## config.mk

```make
export PLATFORM = sky130hd
export DESIGN_NAME = mux_select_arbiter_flat
export DESIGN_NICKNAME = d
export VERILOG_FILES = /design/src/rtl/mux_select_arbiter_pkg.sv /design/src/rtl/mux_select_arbiter_if.sv /design/src/rtl/mux_select_arbiter_hold_timer.sv /design/src/rtl/mux_select_arbiter.sv /design/src/flat_wrapper.sv
export SDC_FILE = /design/constraint.sdc
export NUM_CORES = 1
export LEC_CHECK = 0
export ABC_CLOCK_PERIOD_IN_PS = 1900
export BUFFER_PORTS_ARGS = -buffer_cell sky130_fd_sc_hd__buf_2
export CELL_PAD_IN_SITES_DETAIL_PLACEMENT = 1
export CELL_PAD_IN_SITES_GLOBAL_PLACEMENT = 2
export CORE_AREA = 3 3 45 47
export CTS_CLUSTER_SIZE = 25
export DETAILED_ROUTE_END_ITERATION = 8
export DIE_AREA = 0 0 48 50
export PLACE_DENSITY_LB_ADDON = 0.08
export SLEW_MARGIN = 10
export SYNTH_ARGS = -nofsm -noshare
export SYNTH_HDL_FRONTEND = slang
export SYNTH_SLANG_ARGS = --single-unit
```

## constraint.sdc

```tcl
create_clock -name clk -period 1.9 [get_ports clk]
set_input_delay 0.19 -clock clk [delete_from_list [all_inputs] [get_ports clk]]
set_output_delay 0.19 -clock clk [all_outputs]
set_load 0.05 [all_outputs]
```

## src/rtl/mux_select_arbiter_pkg.sv

```systemverilog
// +----------------------------------------------------------------------+
// | mux_arb_pkg: shared types and constants for mux_select_arbiter.      |
// | Revision: 1.0                                                        |
// +----------------------------------------------------------------------+
`default_nettype none

package mux_arb_pkg;

  typedef enum logic [1:0] {
    ARB_IDLE = 2'd0,
    ARB_OWN0 = 2'd1,
    ARB_OWN1 = 2'd2
  } arb_state_t;

  localparam int MUX_ARB_MAX_HOLD_DEFAULT = 16;
  localparam int MUX_ARB_HOLD_CNT_W       = 8;

  // prio_last names the source served most recently, so a tie goes to the other one.
  function automatic arb_state_t arb_pick(input logic r0, input logic r1, input logic prio_last);
    arb_state_t s;
    s = ARB_IDLE;
    if (r0 && r1)  s = prio_last ? ARB_OWN0 : ARB_OWN1;
    else if (r0)   s = ARB_OWN0;
    else if (r1)   s = ARB_OWN1;
    return s;
  endfunction

endpackage

`default_nettype wire

```

## src/rtl/mux_select_arbiter_if.sv

```systemverilog
// +----------------------------------------------------------------------+
// | mux_arb_if: request/beat inputs and grant/select outputs of arbiter. |
// | Revision: 1.0                                                        |
// +----------------------------------------------------------------------+
`default_nettype none

interface mux_arb_if;

  logic req0;
  logic req1;
  logic last0;
  logic last1;
  logic beat;
  logic select;
  logic grant0;
  logic grant1;
  logic valid;
  logic timeout;

  modport master (
    output req0, req1, last0, last1, beat,
    input  select, grant0, grant1, valid, timeout
  );

  modport slave (
    input  req0, req1, last0, last1, beat,
    output select, grant0, grant1, valid, timeout
  );

endinterface

`default_nettype wire

```

## src/rtl/mux_select_arbiter_hold_timer.sv

```systemverilog
// +----------------------------------------------------------------------+
// | hold_timer: counts cycles a grant goes without an accepted beat.     |
// | Revision: 1.0                                                        |
// +----------------------------------------------------------------------+
`default_nettype none

module hold_timer
  import mux_arb_pkg::*;
#(
  parameter int MAX_HOLD = MUX_ARB_MAX_HOLD_DEFAULT
) (
  input  wire logic clk,
  input  wire logic rst,
  input  wire logic active_i,
  input  wire logic accept_i,
  output logic      expire_o
);

  localparam logic [MUX_ARB_HOLD_CNT_W-1:0] c_LIMIT = MUX_ARB_HOLD_CNT_W'(MAX_HOLD - 1);

  logic [MUX_ARB_HOLD_CNT_W-1:0] cnt_q;
  logic [MUX_ARB_HOLD_CNT_W-1:0] cnt_d;

  // Expiry fires in the cycle the count would reach MAX_HOLD; that edge releases.
  assign expire_o = active_i && !accept_i && (cnt_q == c_LIMIT);

  always_comb begin
    cnt_d = cnt_q + 1'b1;
    if (!active_i || accept_i || expire_o) cnt_d = '0;
  end

  always_ff @(posedge clk or posedge rst) begin
    if (rst) cnt_q <= '0;
    else     cnt_q <= cnt_d;
  end

endmodule

`default_nettype wire

```

## src/rtl/mux_select_arbiter.sv

```systemverilog
// +----------------------------------------------------------------------+
// | mux_select_arbiter: 2-source round-robin arbiter driving mux select. |
// | Optional watchdog: define MUX_ARB_TIMEOUT_EN.  Revision: 1.0         |
// +----------------------------------------------------------------------+
`default_nettype none

module mux_select_arbiter
  import mux_arb_pkg::*;
#(
  parameter int MAX_HOLD = MUX_ARB_MAX_HOLD_DEFAULT
) (
  input  wire logic clk,
  input  wire logic rst,
  mux_arb_if.slave  bus
);

  arb_state_t state_q, state_d;
  logic       prio_last_q, prio_last_d;
  logic       select_q, select_d;
  logic       grant0_q, grant1_q;
  logic       timeout_q;
  logic       w_valid;
  logic       w_accept;
  logic       w_expire;

  if (MAX_HOLD < 2 || MAX_HOLD > 255) begin : g_bad_max_hold
    $error("mux_select_arbiter: MAX_HOLD out of range 2..255");
  end

  assign w_valid  = (grant0_q & bus.req0) | (grant1_q & bus.req1);
  assign w_accept = bus.beat & w_valid;

`ifdef MUX_ARB_TIMEOUT_EN
  hold_timer #(
    .MAX_HOLD (MAX_HOLD)
  ) u_hold_timer (
    .clk      (clk),
    .rst      (rst),
    .active_i ((state_q == ARB_OWN0) || (state_q == ARB_OWN1)),
    .accept_i (w_accept),
    .expire_o (w_expire)
  );
`else
  assign w_expire = 1'b0;
`endif

  // The releasing source is masked out so the other requester wins without a bubble.
  always_comb begin
    state_d     = state_q;
    prio_last_d = prio_last_q;
    case (state_q)
      ARB_IDLE: state_d = arb_pick(bus.req0, bus.req1, prio_last_q);
      ARB_OWN0: begin
        if ((w_accept && bus.last0) || w_expire) begin
          prio_last_d = 1'b0;
          state_d     = arb_pick(1'b0, bus.req1, 1'b0);
        end
      end
      ARB_OWN1: begin
        if ((w_accept && bus.last1) || w_expire) begin
          prio_last_d = 1'b1;
          state_d     = arb_pick(bus.req0, 1'b0, 1'b1);
        end
      end
      default: state_d = ARB_IDLE;
    endcase

    select_d = select_q;
    if (state_d == ARB_OWN0)      select_d = 1'b0;
    else if (state_d == ARB_OWN1) select_d = 1'b1;
  end

  always_ff @(posedge clk or posedge rst) begin
    if (rst) begin
      state_q     <= ARB_IDLE;
      prio_last_q <= 1'b1;
      select_q    <= 1'b0;
      grant0_q    <= 1'b0;
      grant1_q    <= 1'b0;
      timeout_q   <= 1'b0;
    end else begin
      state_q     <= state_d;
      prio_last_q <= prio_last_d;
      select_q    <= select_d;
      grant0_q    <= (state_d == ARB_OWN0);
      grant1_q    <= (state_d == ARB_OWN1);
      timeout_q   <= w_expire;
    end
  end

  assign bus.select  = select_q;
  assign bus.grant0  = grant0_q;
  assign bus.grant1  = grant1_q;
  assign bus.valid   = w_valid;
  assign bus.timeout = timeout_q;

endmodule

`default_nettype wire

```

## src/flat_wrapper.sv

```systemverilog
// flat-port wrapper written by rule: the top's interface ports become plain ports
module mux_select_arbiter_flat import mux_arb_pkg::*;
#(
  parameter int MAX_HOLD = MUX_ARB_MAX_HOLD_DEFAULT
)
  (clk, rst, bus_req0, bus_req1, bus_last0, bus_last1, bus_beat, bus_select, bus_grant0, bus_grant1, bus_valid, bus_timeout);
  mux_arb_if bus_i ();
  input  wire logic clk;
  input  wire logic rst;
  input wire logic [$bits(bus_i.req0)-1:0] bus_req0;
  input wire logic [$bits(bus_i.req1)-1:0] bus_req1;
  input wire logic [$bits(bus_i.last0)-1:0] bus_last0;
  input wire logic [$bits(bus_i.last1)-1:0] bus_last1;
  input wire logic [$bits(bus_i.beat)-1:0] bus_beat;
  output wire logic [$bits(bus_i.select)-1:0] bus_select;
  output wire logic [$bits(bus_i.grant0)-1:0] bus_grant0;
  output wire logic [$bits(bus_i.grant1)-1:0] bus_grant1;
  output wire logic [$bits(bus_i.valid)-1:0] bus_valid;
  output wire logic [$bits(bus_i.timeout)-1:0] bus_timeout;
  assign bus_i.req0 = bus_req0;
  assign bus_i.req1 = bus_req1;
  assign bus_i.last0 = bus_last0;
  assign bus_i.last1 = bus_last1;
  assign bus_i.beat = bus_beat;
  assign bus_select = bus_i.select;
  assign bus_grant0 = bus_i.grant0;
  assign bus_grant1 = bus_i.grant1;
  assign bus_valid = bus_i.valid;
  assign bus_timeout = bus_i.timeout;
  mux_select_arbiter #(.MAX_HOLD(MAX_HOLD)) u_core (.clk(clk), .rst(rst), .bus(bus_i));
endmodule
```

==> implementation parameters, run 1 <==
Parameter                              Value

Final layout
  Commonest non-fill, non-tap cells in the layout ... 10 x sky130_fd_sc_hd__buf_2, 5 x sky130_fd_sc_hd__inv_1, 5 x sky130_fd_sc_hd__ha_1
  Number of antenna diodes ... 0
  Area occupied by registers ... 156 µm²
  Final instance area ... 584 µm²
  Most common cell after layout, fill and taps aside ... sky130_fd_sc_hd__buf_2
  Share of post-route cells with drive strength above 1 ... 38.1%
  Final std cells w/o fill ... 80
  Nets ... 78
  Multi-input gate area ... 287 µm²
  Fill cells ... 207
  Area growth syn-to-layout ... 29.7%

Place
  Placed cell count ... 74
  Area after DPL ... 520 µm²
  Final RePlAce weighted congestion ... 0.817
  HPWL Detailed ... 931 µm
  Count of buffers from port buffering ... 10

CTS
  Maximum clock path buffer count ... 2
  CTS root buffer ... sky130_fd_sc_hd__clkbuf_4
  Max H-tree Level ... 1
  Clock slew at the register clock pins of the worst setup and hold paths ... 50 ps
  Clock latency at the later pin of the worst-skew pair ... 240 ps
  Number of buffers inserted during clock tree synthesis ... 3
  CTS tree ... done
  Num Clock Sinks ... 6

Pwr
  Sw Ratio ... 50.0%
  Clk network pwr share ... 12.6%
  Pint ... 0.484 mW
  Power density relative to cell area ... 1660 mW/mm²
  Post-layout power ... 0.968 mW
  Switch Pwr ... 0.484 mW
  Leakage power figure ... 0.253 nW
  Reg power frac ... 27.6%
  Worst vdd ir ... 0.000806 V
  Part of the total power dissipated in combinational logic ... 59.8%

Die
  Standard-cell rows ... 15
  Height of the chip ... 50 µm
  Starting density of the core ... 26.7%
  Ports ... 12
  Total die area ... 0.00240 mm²
  Core Box Area ... 0.00169 mm²
  DIE WIDTH ... 48 µm

Setup path
  Worst-path fanout max ... 5
  Critical Path Start Type ... flop
  Count of buffering cells on the critical path with inverters included ... 0
  Largest delay share family, worst path ... simple AND/OR/NAND/NOR gates
  Critical-path cell with the highest stage delay ... sky130_fd_sc_hd__dfrtp_2
  Data required time of the worst path ... 2030 ps
  Category of the critical setup timing path ... reg2reg
  Critical path cell sequence ... ha_2, nand3b_1, or3_1, nand4_1, ha_1, nand2_1, o21ai_1
  Max incr delay on CP ... 440 ps
  Nature of the critical path endpoint ... flop
  CP Data Arrival Time ... 1890 ps

Synth
  Number of enable flip-flop cells after synthesis ... 0
  Cells after synthesis ... 48
  Yosys warning total ... 0
  Primary FF master, synth ... sky130_fd_sc_hd__dfrtp_1
  Synth cell types ... 22
  Mean instance size in the synthesized netlist ... 9.38 µm²
  Mapped Area ... 450 µm²
  Post-Syn Nets ... 62
  Register area share after synthesis ... 33.6%
  Share of flip-flops with an asynchronous set or reset after synthesis ... 100%
  Post-synthesis sequential element count ... 6

Timing
  Final min period ... 1760 ps
  Final period utilization ... 92.8%
  Setup Skew ... 12.1 ps
  Number of hold violations in the final report ... 0
  Unrepaired setup endpoints after global routing ... no
  Number of setup violations in the final report ... 0
  Setup TNS ... 0 ps
  Slew Limit Fails ... 0
  Peak Freq ... 0.567 GHz

Global route
  Largest net degree at the start of global routing ... 8
  Number of global-route vias before repair ... 410
  Number of antenna violations at the first check in global routing ... 0
  Wire length of the first global-routing pass ... 1.83 mm
  Total routing resource utilization after global routing ... 10.6%
  Global-route congestion overflow total ... 0

Detailed routing
  Drc violations ... 0
  First-pass DRT Iterations ... 4
  Routed wire length ... 1.07 mm
  Via count normalized by instance count ... 5.19
  Post-DR wirelength/cell ... 13.3 µm
  Number of DRC violations after detailed-routing iteration 0 ... 12
  Remaining antenna violation count ... 0
  Vias ... 415

Min path
  Worst min-delay path category ... in2reg

Flow run
  Number of maximum-capacitance constraint violations ... 0

Status
  Outcome ... finished clean
repair_timing:
item / in CTS / in global routing
hold buffers: 1 / 0
buffers inserted: 0 / 1
endpoints found under the setup margin: 0 / 1
gates resized for setup: 0 / 6
endpoints found under the hold margin: 5 / 0
synthesized netlist by cell type, types with 2 or more instances:
cell                        number  area, µm²
sky130_fd_sc_hd__nand4_1         3       18.8
sky130_fd_sc_hd__nand2_1         4       15.0
sky130_fd_sc_hd__and4_1          2       17.5
sky130_fd_sc_hd__o211ai_1        2       15.0
sky130_fd_sc_hd__nand3_1         2       10.0
sky130_fd_sc_hd__dfrtp_1         5        125
sky130_fd_sc_hd__inv_1           6       22.5
sky130_fd_sc_hd__ha_1            7       87.6
sky130_fd_sc_hd__o2111ai_1       2       17.5
sky130_fd_sc_hd__nor2b_1         2       12.5
sky130_fd_sc_hd__o21ai_0         2       10.0
cells by family after synthesis:
group,after synthesis,share of synthesized area [%]
flip-flops,6,33.6
AO/OA/AOI/OAI,9,15.6
other,1,0.833
AND/OR/NAND/NOR,18,23.9
adder cells (fa/ha/maj),7,19.4
buffers and inverters,7,6.67
final timing paths:
check                                  start                  to  slack, ps  cells past startpoint
max                        u_core.state_q[0]   u_core.bus.select        140                      7
min                                 bus_req1   u_core.state_q[1]        330                      3
max reg2reg                u_core.state_q[0]   u_core.bus.select        140                      7
min reg2reg                u_core.bus.select   u_core.bus.select        510                      2
max in group asynchronous                rst  u_core.prio_last_q       1250                      3
min in group asynchronous                rst   u_core.bus.select        390                      3
final cells by class:
type / count / area share (%)
multi-input cells: 35 / 49.0
repair buffers: 12 / 11.6
clock buffers: 4 / 4.50
flip-flops and latches: 6 / 26.8
well taps: 17 / 3.64
inverters: 6 / 4.50
routing by layer:
| metal | global-route usage [%] | up-vias | wire length (µm) |
|---|---|---|---|
| met3 | 2.19 | 2 | 58 |
| met2 | 15.4 | 18 | 519 |
| li1 | - | 199 | - |
| met1 | 14.8 | 196 | 487 |
| met5 | 0 | - | 0 |
| met4 | 4.04 | 0 | 1 |
stage by stage:
| step | setup WS, ps | hold slack [ps] | util [%] |
|---|---|---|---|
| CTS | 81.4 | 334 | 33.0 |
| global placement | 77.1 | 103 | 30.8 |
| detailed placement | 80.9 | 110 | 30.8 |
| global route | 12.1 | 351 | 34.6 |
| finish | 136 | 333 | 34.6 |
| floorplan | -107 | -19.9 | - |
power by group through the flow:
stage          Sequential [mW]  Clock [mW]  Combinational, mW
2_1_floorplan            0.347           0              0.316
3_3_place_gp             0.257           0              0.553
3_5_place_dp             0.260           0              0.552
4_1_cts                  0.258       0.126              0.558
5_1_grt                  0.276       0.142              0.654
6_report                 0.267       0.122              0.579
sequential cells by signal, indices dropped and copies added (netlist names):
name                count
u_core.bus.grant1       1
u_core.bus.select       1
u_core.bus.grant0       1
u_core.state_q          2
u_core.prio_last_q      1
tightest hold or removal path, cell delays in order:
cell and delay [ps]:
sky130_fd_sc_hd__buf_2 120, sky130_fd_sc_hd__nand3_1 90, sky130_fd_sc_hd__nand4_1 120
(Power assumes the default switching activity.)
==> run 2: changes to the inputs <==
ABC_AREA = 1   (was default)
PLACE_DENSITY = 0.66   (was default)
PLACE_DENSITY_LB_ADDON = default   (was 0.08)
==> implementation parameters, run 2 <==
Parameter                              Value

Timing
  Setup TNS ... 0 ps (unchanged)
  Unrepaired setup endpoints after global routing ... no
  Slew Limit Fails ... 0 (unchanged)
  Number of hold violations in the final report ... 0 (unchanged)
  Final period utilization ... 86.4% (-6.4 points)
  Peak Freq ... 0.609 GHz (+7.4%)
  Number of setup violations in the final report ... 0 (unchanged)
  Final min period ... 1640 ps (-122 ps)
  Setup Skew ... 5.79 ps (-6.35 ps)
  Worst Hold Slack ... 291 ps (-42.1 ps)

Die
  DIE WIDTH ... 48 µm (unchanged)
  Height of the chip ... 50 µm (unchanged)
  Total die area ... 0.00240 mm² (unchanged)
  Core Box Area ... 0.00169 mm² (unchanged)
  Ports ... 12 (unchanged)
  Standard-cell rows ... 15 (unchanged)
  Starting density of the core ... 25.2% (-1.5 points)

Final layout
  Final standard cell utilization of the core ... 31.6% (-3.0 points)
  Share of post-route cells with drive strength above 1 ... 29.4% (-8.7 points)
  Largest register by flop count ... u_core.state_q
  Final instance area ... 533 µm² (-8.8%)
  Nets ... 83 (+6.4%)
  Area growth syn-to-layout ... 25.3%
  Number of flip-flops in the largest register ... 2 (unchanged)
  Number of antenna diodes ... 0 (unchanged)
  Commonest non-fill, non-tap cells in the layout ... 16 x sky130_fd_sc_hd__nand2_1, 10 x sky130_fd_sc_hd__buf_2, 7 x sky130_fd_sc_hd__inv_1, 7 x sky130_fd_sc_hd__ha_1, 5 x sky130_fd_sc_hd__dfrtp_1
  Most common cell after layout, fill and taps aside ... sky130_fd_sc_hd__nand2_1

Pwr
  Post-layout power ... 0.900 mW (-7.0%)
  Leakage power figure ... 0.299 nW (+18%)
  Reg power frac ... 26.4% (-1.2 points)
  Worst vdd ir ... 0.000581 V (-28%)
  Sw Ratio ... 50.2% (+0.24 points)
  Clk network pwr share ... 14.2% (+1.6 points)
  Switch Pwr ... 0.452 mW (-6.6%)
  Part of the total power dissipated in combinational logic ... 59.4% (-0.4 points)
  Pint ... 0.448 mW (-7.5%)
  Power density relative to cell area ... 1690 mW/mm² (+1.9%)

Flow run
  Number of maximum-capacitance constraint violations ... 0 (unchanged)

Status
  Outcome ... finished clean

Min path
  Worst hold stages ... 3 (unchanged)
  Worst min-delay path category ... in2reg

Setup path
  Data required time of the worst path ... 2030 ps (about the same)
  Worst-path fanout max ... 4 (-1)
  Depth of the worst register-to-register path ... 9 (+2)
  Critical-path cell with the highest stage delay ... sky130_fd_sc_hd__dfrtp_1
  Category of the critical setup timing path ... reg2reg
  Critical Path Start Type ... flop
  Nature of the critical path endpoint ... flop
  Max incr delay on CP ... 410 ps (-30 ps)
  Critical path's most frequent cell ... sky130_fd_sc_hd__nand2_1
  CP Data Arrival Time ... 1770 ps (-120 ps)
  Critical path cell sequence ... inv_1, ha_1, nand4_1, nand2_1, nand2_1, a21oi_1, ha_1, nand2_1, o21ai_0

Detailed routing
  Number of DRC violations after detailed-routing iteration 0 ... 2 (-10)
  First-pass DRT Iterations ... 2 (-2)
  Post-DR wirelength/cell ... 10.3 µm (-23%)
  Vias ... 373 (-10%)
  Remaining antenna violation count ... 0 (unchanged)
  Drc violations ... 0 (unchanged)
  Via count normalized by instance count ... 4.39 (-15%)
  Routed wire length ... 876 µm (-18%)

Synth
  Primary FF master, synth ... sky130_fd_sc_hd__dfrtp_1
  Yosys top cell by area ... sky130_fd_sc_hd__dfrtp_1
  Number of enable flip-flop cells after synthesis ... 0 (unchanged)
  Mapped Area ... 425 µm² (-5.6%)
  Register area share after synthesis ... 35.6% (+2.0 points)
  Area share of the largest cell type after synthesis ... 29.4% (+1.6 points)
  Synth cell types ... 16 (-27%)
  Mean instance size in the synthesized netlist ... 8.03 µm² (-14%)
  Cells after synthesis ... 53 (+10%)
  Post-synthesis sequential element count ... 6 (unchanged)
  Post-Syn Nets ... 67 (+8.1%)
  Yosys warning total ... 0 (unchanged)
  Top cells by instance count after synthesis ... 16 x sky130_fd_sc_hd__nand2_1, 7 x sky130_fd_sc_hd__ha_1, 7 x sky130_fd_sc_hd__inv_1, 5 x sky130_fd_sc_hd__dfrtp_1
  Ranking of synthesized cells by area ... sky130_fd_sc_hd__dfrtp_1 29%, sky130_fd_sc_hd__ha_1 21%, sky130_fd_sc_hd__nand2_1 14%
  Most repeated cell in the gate-level netlist after synthesis ... sky130_fd_sc_hd__nand2_1
  Share of flip-flops with an asynchronous set or reset after synthesis ... 100% (unchanged)

CTS
  Clock slew at the register clock pins of the worst setup and hold paths ... 50 ps (about the same)
  Maximum clock path buffer count ... 2 (unchanged)
  Clock latency at the later pin of the worst-skew pair ... 240 ps (about the same)
  Post-CTS Setup Bufs ... 0 (unchanged)
  Num Clock Sinks ... 6 (unchanged)
  Max H-tree Level ... 1 (unchanged)
  CTS root buffer ... sky130_fd_sc_hd__clkbuf_4
  Number of buffers inserted during clock tree synthesis ... 3 (unchanged)
  CTS tree ... done
  Post-cts repair resize count ... 0 (unchanged)

Global route
  Wire length of the first global-routing pass ... 1.67 mm (-8.7%)
  Global-route congestion overflow total ... 0 (unchanged)
  Number of global-route vias before repair ... 421 (+2.7%)
  Number of antenna violations at the first check in global routing ... 0 (unchanged)
  Largest net degree at the start of global routing ... 7 (-1)
  Total routing resource utilization after global routing ... 9.59% (-0.98 points)

Place
  Count of buffers from port buffering ... 10 (unchanged)
  Area after DPL ... 497 µm² (-4.6%)
  Final RePlAce weighted congestion ... 0.688 (-16%)
  HPWL Detailed ... 780 µm (-16%)
run 2: cell types whose count changed after synthesis, sizes merged, moves of 2 or more:
cell	before	now
and4	2	0
o2111ai	2	0
a21oi	0	2
nor2b	2	0
nand2	4	20
inv	6	8
run 2: critical path, delay by kind of cell, from the launching register on:
| kind | cells | cell delay, ps |
|---|---|---|
| adders and majority gates | 2 | 450 |
| DFF | 1 | 410 |
| and+or+nand+nor | 4 | 320 |
| AOI/OAI and AO/OA | 2 | 260 |
| buffers and inverters | 1 | 90 |
run 2: layout make-up:
cell class,instances,area (µm²)
Inverter,8,30.0
Fill cell,212,1160
Multi-Input combinational cell,38,236
Sequential cell,6,151
Clock buffer,4,26.3
Timing Repair Buffer,12,67.6
Tap cell,17,21.3
run 2: path summary, 6_finish.rpt:
path | startpoint | endpoint | slack [ps]
setup reg to reg | u_core.state_q[1] | u_core.bus.select | 260
min in group asynchronous | rst | u_core.bus.grant0 | 400
hold reg to reg | u_core.bus.select | u_core.bus.select | 480
setup / recovery | u_core.state_q[1] | u_core.bus.select | 260
hold / removal | bus_req1 | u_core.state_q[1] | 290
max in group asynchronous | rst | u_core.prio_last_q | 1230
run 2: cells by family (layout without fill, tap and decap cells):
logic type | count (synthesis) | in the layout | synth area share, %
other cells | 1 | 1 | 0.882
simple gates | 25 | 25 | 27.6
compound gates | 5 | 5 | 6.47
fa+ha+maj | 7 | 7 | 20.6
flops | 6 | 6 | 35.6
buf+inv | 9 | 24 | 8.82
run 2: metrics by stage:
stage / setup WS (ps) / cells
2_1_floorplan: 73.2 / 53
3_3_place_gp: 229 / 80
3_5_place_dp: 224 / 80
4_1_cts: 216 / 85
5_1_grt: 23.6 / 85
6_report: 258 / 85
run 2: timing repair:
action,in CTS,in global routing
setup endpoints to repair,0,0
hold buffers,1,0
hold endpoints to repair,5,0
run 2: power by group through the flow:
stage	Sequential (mW)	Combinational, mW	Clock [mW]
final	0.237	0.535	0.128
after global routing	0.250	0.622	0.141
after CTS	0.239	0.550	0.134
after detailed placement	0.241	0.547	0
after global placement	0.238	0.542	0
after floorplan	0.333	0.307	0
run 2: per-layer routing:
metal  global-route usage, %  wire length, µm
met5                       0                0
met4                    4.04                0
met3                    3.65               56
met2                    15.2              441
met1                    11.0              378
==> run 3: changes to the inputs <==
ABC_AREA = default   (was 1)
PLACE_DENSITY = 0.65   (was 0.66)
==> implementation parameters, run 3 (synthesized netlist as in run 1, its figures left out) <==
Parameter                              Value

Setup path
  Critical-path cell with the highest stage delay ... sky130_fd_sc_hd__dfrtp_1
  Worst reg2reg endpoint ... u_core.bus.select
  Worst-path fanout max ... 5 (+1)
  Nature of the critical path endpoint ... flop
  Critical Path Start Type ... flop
  Largest delay share family, worst path ... simple AND/OR/NAND/NOR gates
  Max incr delay on CP ... 430 ps (+20 ps)
  Start point of the critical path ... u_core.state_q[1]
  Critical path cell sequence ... ha_2, nand3b_1, or3_1, nand4_1, ha_1, nand2_1, o21ai_1
  Register-to-register setup slack ... 110 ps (-140 ps)
  Depth of the worst register-to-register path ... 7 (-2)
  Start of the worst register-to-register path ... u_core.state_q[1]
  CP Data Arrival Time ... 1920 ps (+150 ps)
  Category of the critical setup timing path ... reg2reg
  Data required time of the worst path ... 2030 ps (about the same)
  Count of buffering cells on the critical path with inverters included ... 0 (-1)

Final layout
  Share of post-route cells with drive strength above 1 ... 37.5% (+8.1 points)
  Most common cell after layout, fill and taps aside ... sky130_fd_sc_hd__buf_2
  Number of antenna diodes ... 0 (unchanged)
  Area growth syn-to-layout ... 32.2%
  Nets ... 79 (-4.8%)
  Area occupied by registers ... 155 µm² (+2.5%)
  Number of flip-flops in the largest register ... 2 (unchanged)
  Commonest non-fill, non-tap cells in the layout ... 10 x sky130_fd_sc_hd__buf_2, 5 x sky130_fd_sc_hd__inv_1, 5 x sky130_fd_sc_hd__ha_1
  Largest register by flop count ... u_core.state_q
  Fill cells ... 207 (-2.4%)
  Multi-input gate area ... 292 µm² (+23%)

Pwr
  Leakage power figure ... 0.263 nW (-12%)
  Part of the total power dissipated in combinational logic ... 61.8% (+2.4 points)
  Power density relative to cell area ... 1660 mW/mm² (-1.8%)
  Reg power frac ... 25.4% (-1.0 points)
  Worst vdd ir ... 0.000492 V (-15%)
  Clk network pwr share ... 12.8% (-1.4 points)
  Pint ... 0.505 mW (+13%)
  Sw Ratio ... 48.8% (-1.4 points)
  Switch Pwr ... 0.482 mW (+6.7%)

Timing
  Final period utilization ... 94.0% (+7.6 points)
  Worst Hold Slack ... 354 ps (+63.0 ps)
  Number of setup violations in the final report ... 0 (unchanged)
  Worst path setup slack after routing ... 114 ps (-144 ps)
  Setup Skew ... 4.61 ps (-1.18 ps)
  Final min period ... 1790 ps (+144 ps)
  Peak Freq ... 0.560 GHz (-8.1%)
  Number of hold violations in the final report ... 0 (unchanged)
  Slew Limit Fails ... 0 (unchanged)

Min path
  Start point of the worst min-delay path ... bus_req0
  Worst min-delay path category ... in2reg
  Worst Hold End ... u_core.state_q[0]
  Worst hold stages ... 3 (unchanged)

Detailed routing
  Vias ... 398 (+6.7%)
  Via count normalized by instance count ... 4.91 (+12%)
  Drc violations ... 0 (unchanged)
  Number of DRC violations after detailed-routing iteration 0 ... 8 (+6)
  Remaining antenna violation count ... 0 (unchanged)
  Routed wire length ... 1.05 mm (+20%)
  Post-DR wirelength/cell ... 12.9 µm (+26%)
  First-pass DRT Iterations ... 4 (+2)

Die
  Height of the chip ... 50 µm (unchanged)
  DIE WIDTH ... 48 µm (unchanged)
  Starting density of the core ... 26.7% (+1.5 points)
  Core Box Area ... 0.00169 mm² (unchanged)
  Standard-cell rows ... 15 (unchanged)
  Ports ... 12 (unchanged)
  Total die area ... 0.00240 mm² (unchanged)

CTS
  Maximum clock path buffer count ... 2 (unchanged)
  CTS tree ... done
  Number of buffers inserted during clock tree synthesis ... 3 (unchanged)
  CTS root buffer ... sky130_fd_sc_hd__clkbuf_4
  Max H-tree Level ... 1 (unchanged)
  Clock latency at the later pin of the worst-skew pair ... 250 ps (about the same)
  Num Clock Sinks ... 6 (unchanged)
  Clock slew at the register clock pins of the worst setup and hold paths ... 50 ps (about the same)

Place
  Final RePlAce weighted congestion ... 0.728 (+5.8%)
  Count of buffers from port buffering ... 10 (unchanged)
  HPWL Detailed ... 859 µm (+10%)
  Post-placement worst setup slack ... 60.8 ps (-163 ps)

Status
  Outcome ... finished clean

Global route
  Wire length of the first global-routing pass ... 1.85 mm (+11%)
  Number of global-route vias before repair ... 402 (-4.5%)
  Largest net degree at the start of global routing ... 8 (+1)
  Total routing resource utilization after global routing ... 11.5% (+1.9 points)
  Number of antenna violations at the first check in global routing ... 0 (unchanged)
  Global-route congestion overflow total ... 0 (unchanged)

Flow run
  Number of maximum-capacitance constraint violations ... 0 (unchanged)
[run 3: cell types whose count changed in the layout (fill, tap and decap cells not counted), sizes merged, moves of 2 or more]
cell / change
o2111ai: +2
nand2: -16
inv: -3
and4: +2
nor2b: +2
a21oi: -2
[run 3: layout make-up]
class	count	area share, %
timing repair buffer	13	12.6
sequential	6	26.1
tap	17	3.57
clock buffer	4	4.41
multi-input combinational	35	48.9
inverter	6	4.41
[run 3: worst max-delay path by stage]
stage                                   end  cells after the start
after global placement    u_core.bus.select                      7
after detailed placement  u_core.bus.select                      7
after CTS                 u_core.bus.select                      7
after global routing      u_core.bus.select                      8
after floorplan           u_core.bus.select                      7
final                     u_core.bus.select                      7
[run 3: per-stage QoR]
step / cell area, µm² / utilization (%) / instances / power [mW] / setup TNS, ps
floorplan: 457 / - / 48 / 0.664 / -107
global placement: 520 / 30.8 / 74 / 0.793 / 0
detailed placement: 520 / 30.8 / 74 / 0.802 / 0
CTS: 557 / 33.0 / 79 / 0.936 / 0
global route: 596 / 35.3 / 81 / 1.10 / -5.35
finish: 596 / 35.3 / 81 / 0.987 / 0
[run 3: power by group through the flow]
stage	Combinational (mW)	Sequential [mW]	Clock (mW)
after detailed placement	0.546	0.256	0
after global placement	0.536	0.257	0
after floorplan	0.316	0.347	0
after global routing	0.690	0.262	0.149
after CTS	0.548	0.255	0.134
final	0.610	0.251	0.126
[run 3: worst reg2reg max path, stage by stage, from the launching register on]
cell                       delay, ps
sky130_fd_sc_hd__dfrtp_1         430
sky130_fd_sc_hd__ha_2            240
sky130_fd_sc_hd__nand3b_1        170
sky130_fd_sc_hd__or3_1           330
sky130_fd_sc_hd__nand4_1         130
sky130_fd_sc_hd__ha_1            260
sky130_fd_sc_hd__nand2_1          70
sky130_fd_sc_hd__o21ai_1          50
[run 3: what timing repair did]
action                                  CTS  global route
buffers inserted                          0             2
endpoints found under the setup margin    0             1
endpoints found under the hold margin     5             0
resized for setup                         0             6
hold buffers                              1             0
[run 3: routing by layer]
| metal | routed length [µm] | GRT usage (%) | vias up |
|---|---|---|---|
| met5 | 0 | 0 | - |
| met4 | 15 | 5.38 | 0 |
| met3 | 74 | 5.47 | 2 |
| met2 | 452 | 14.5 | 14 |
| met1 | 506 | 16.0 | 180 |
| li1 | - | - | 202 |
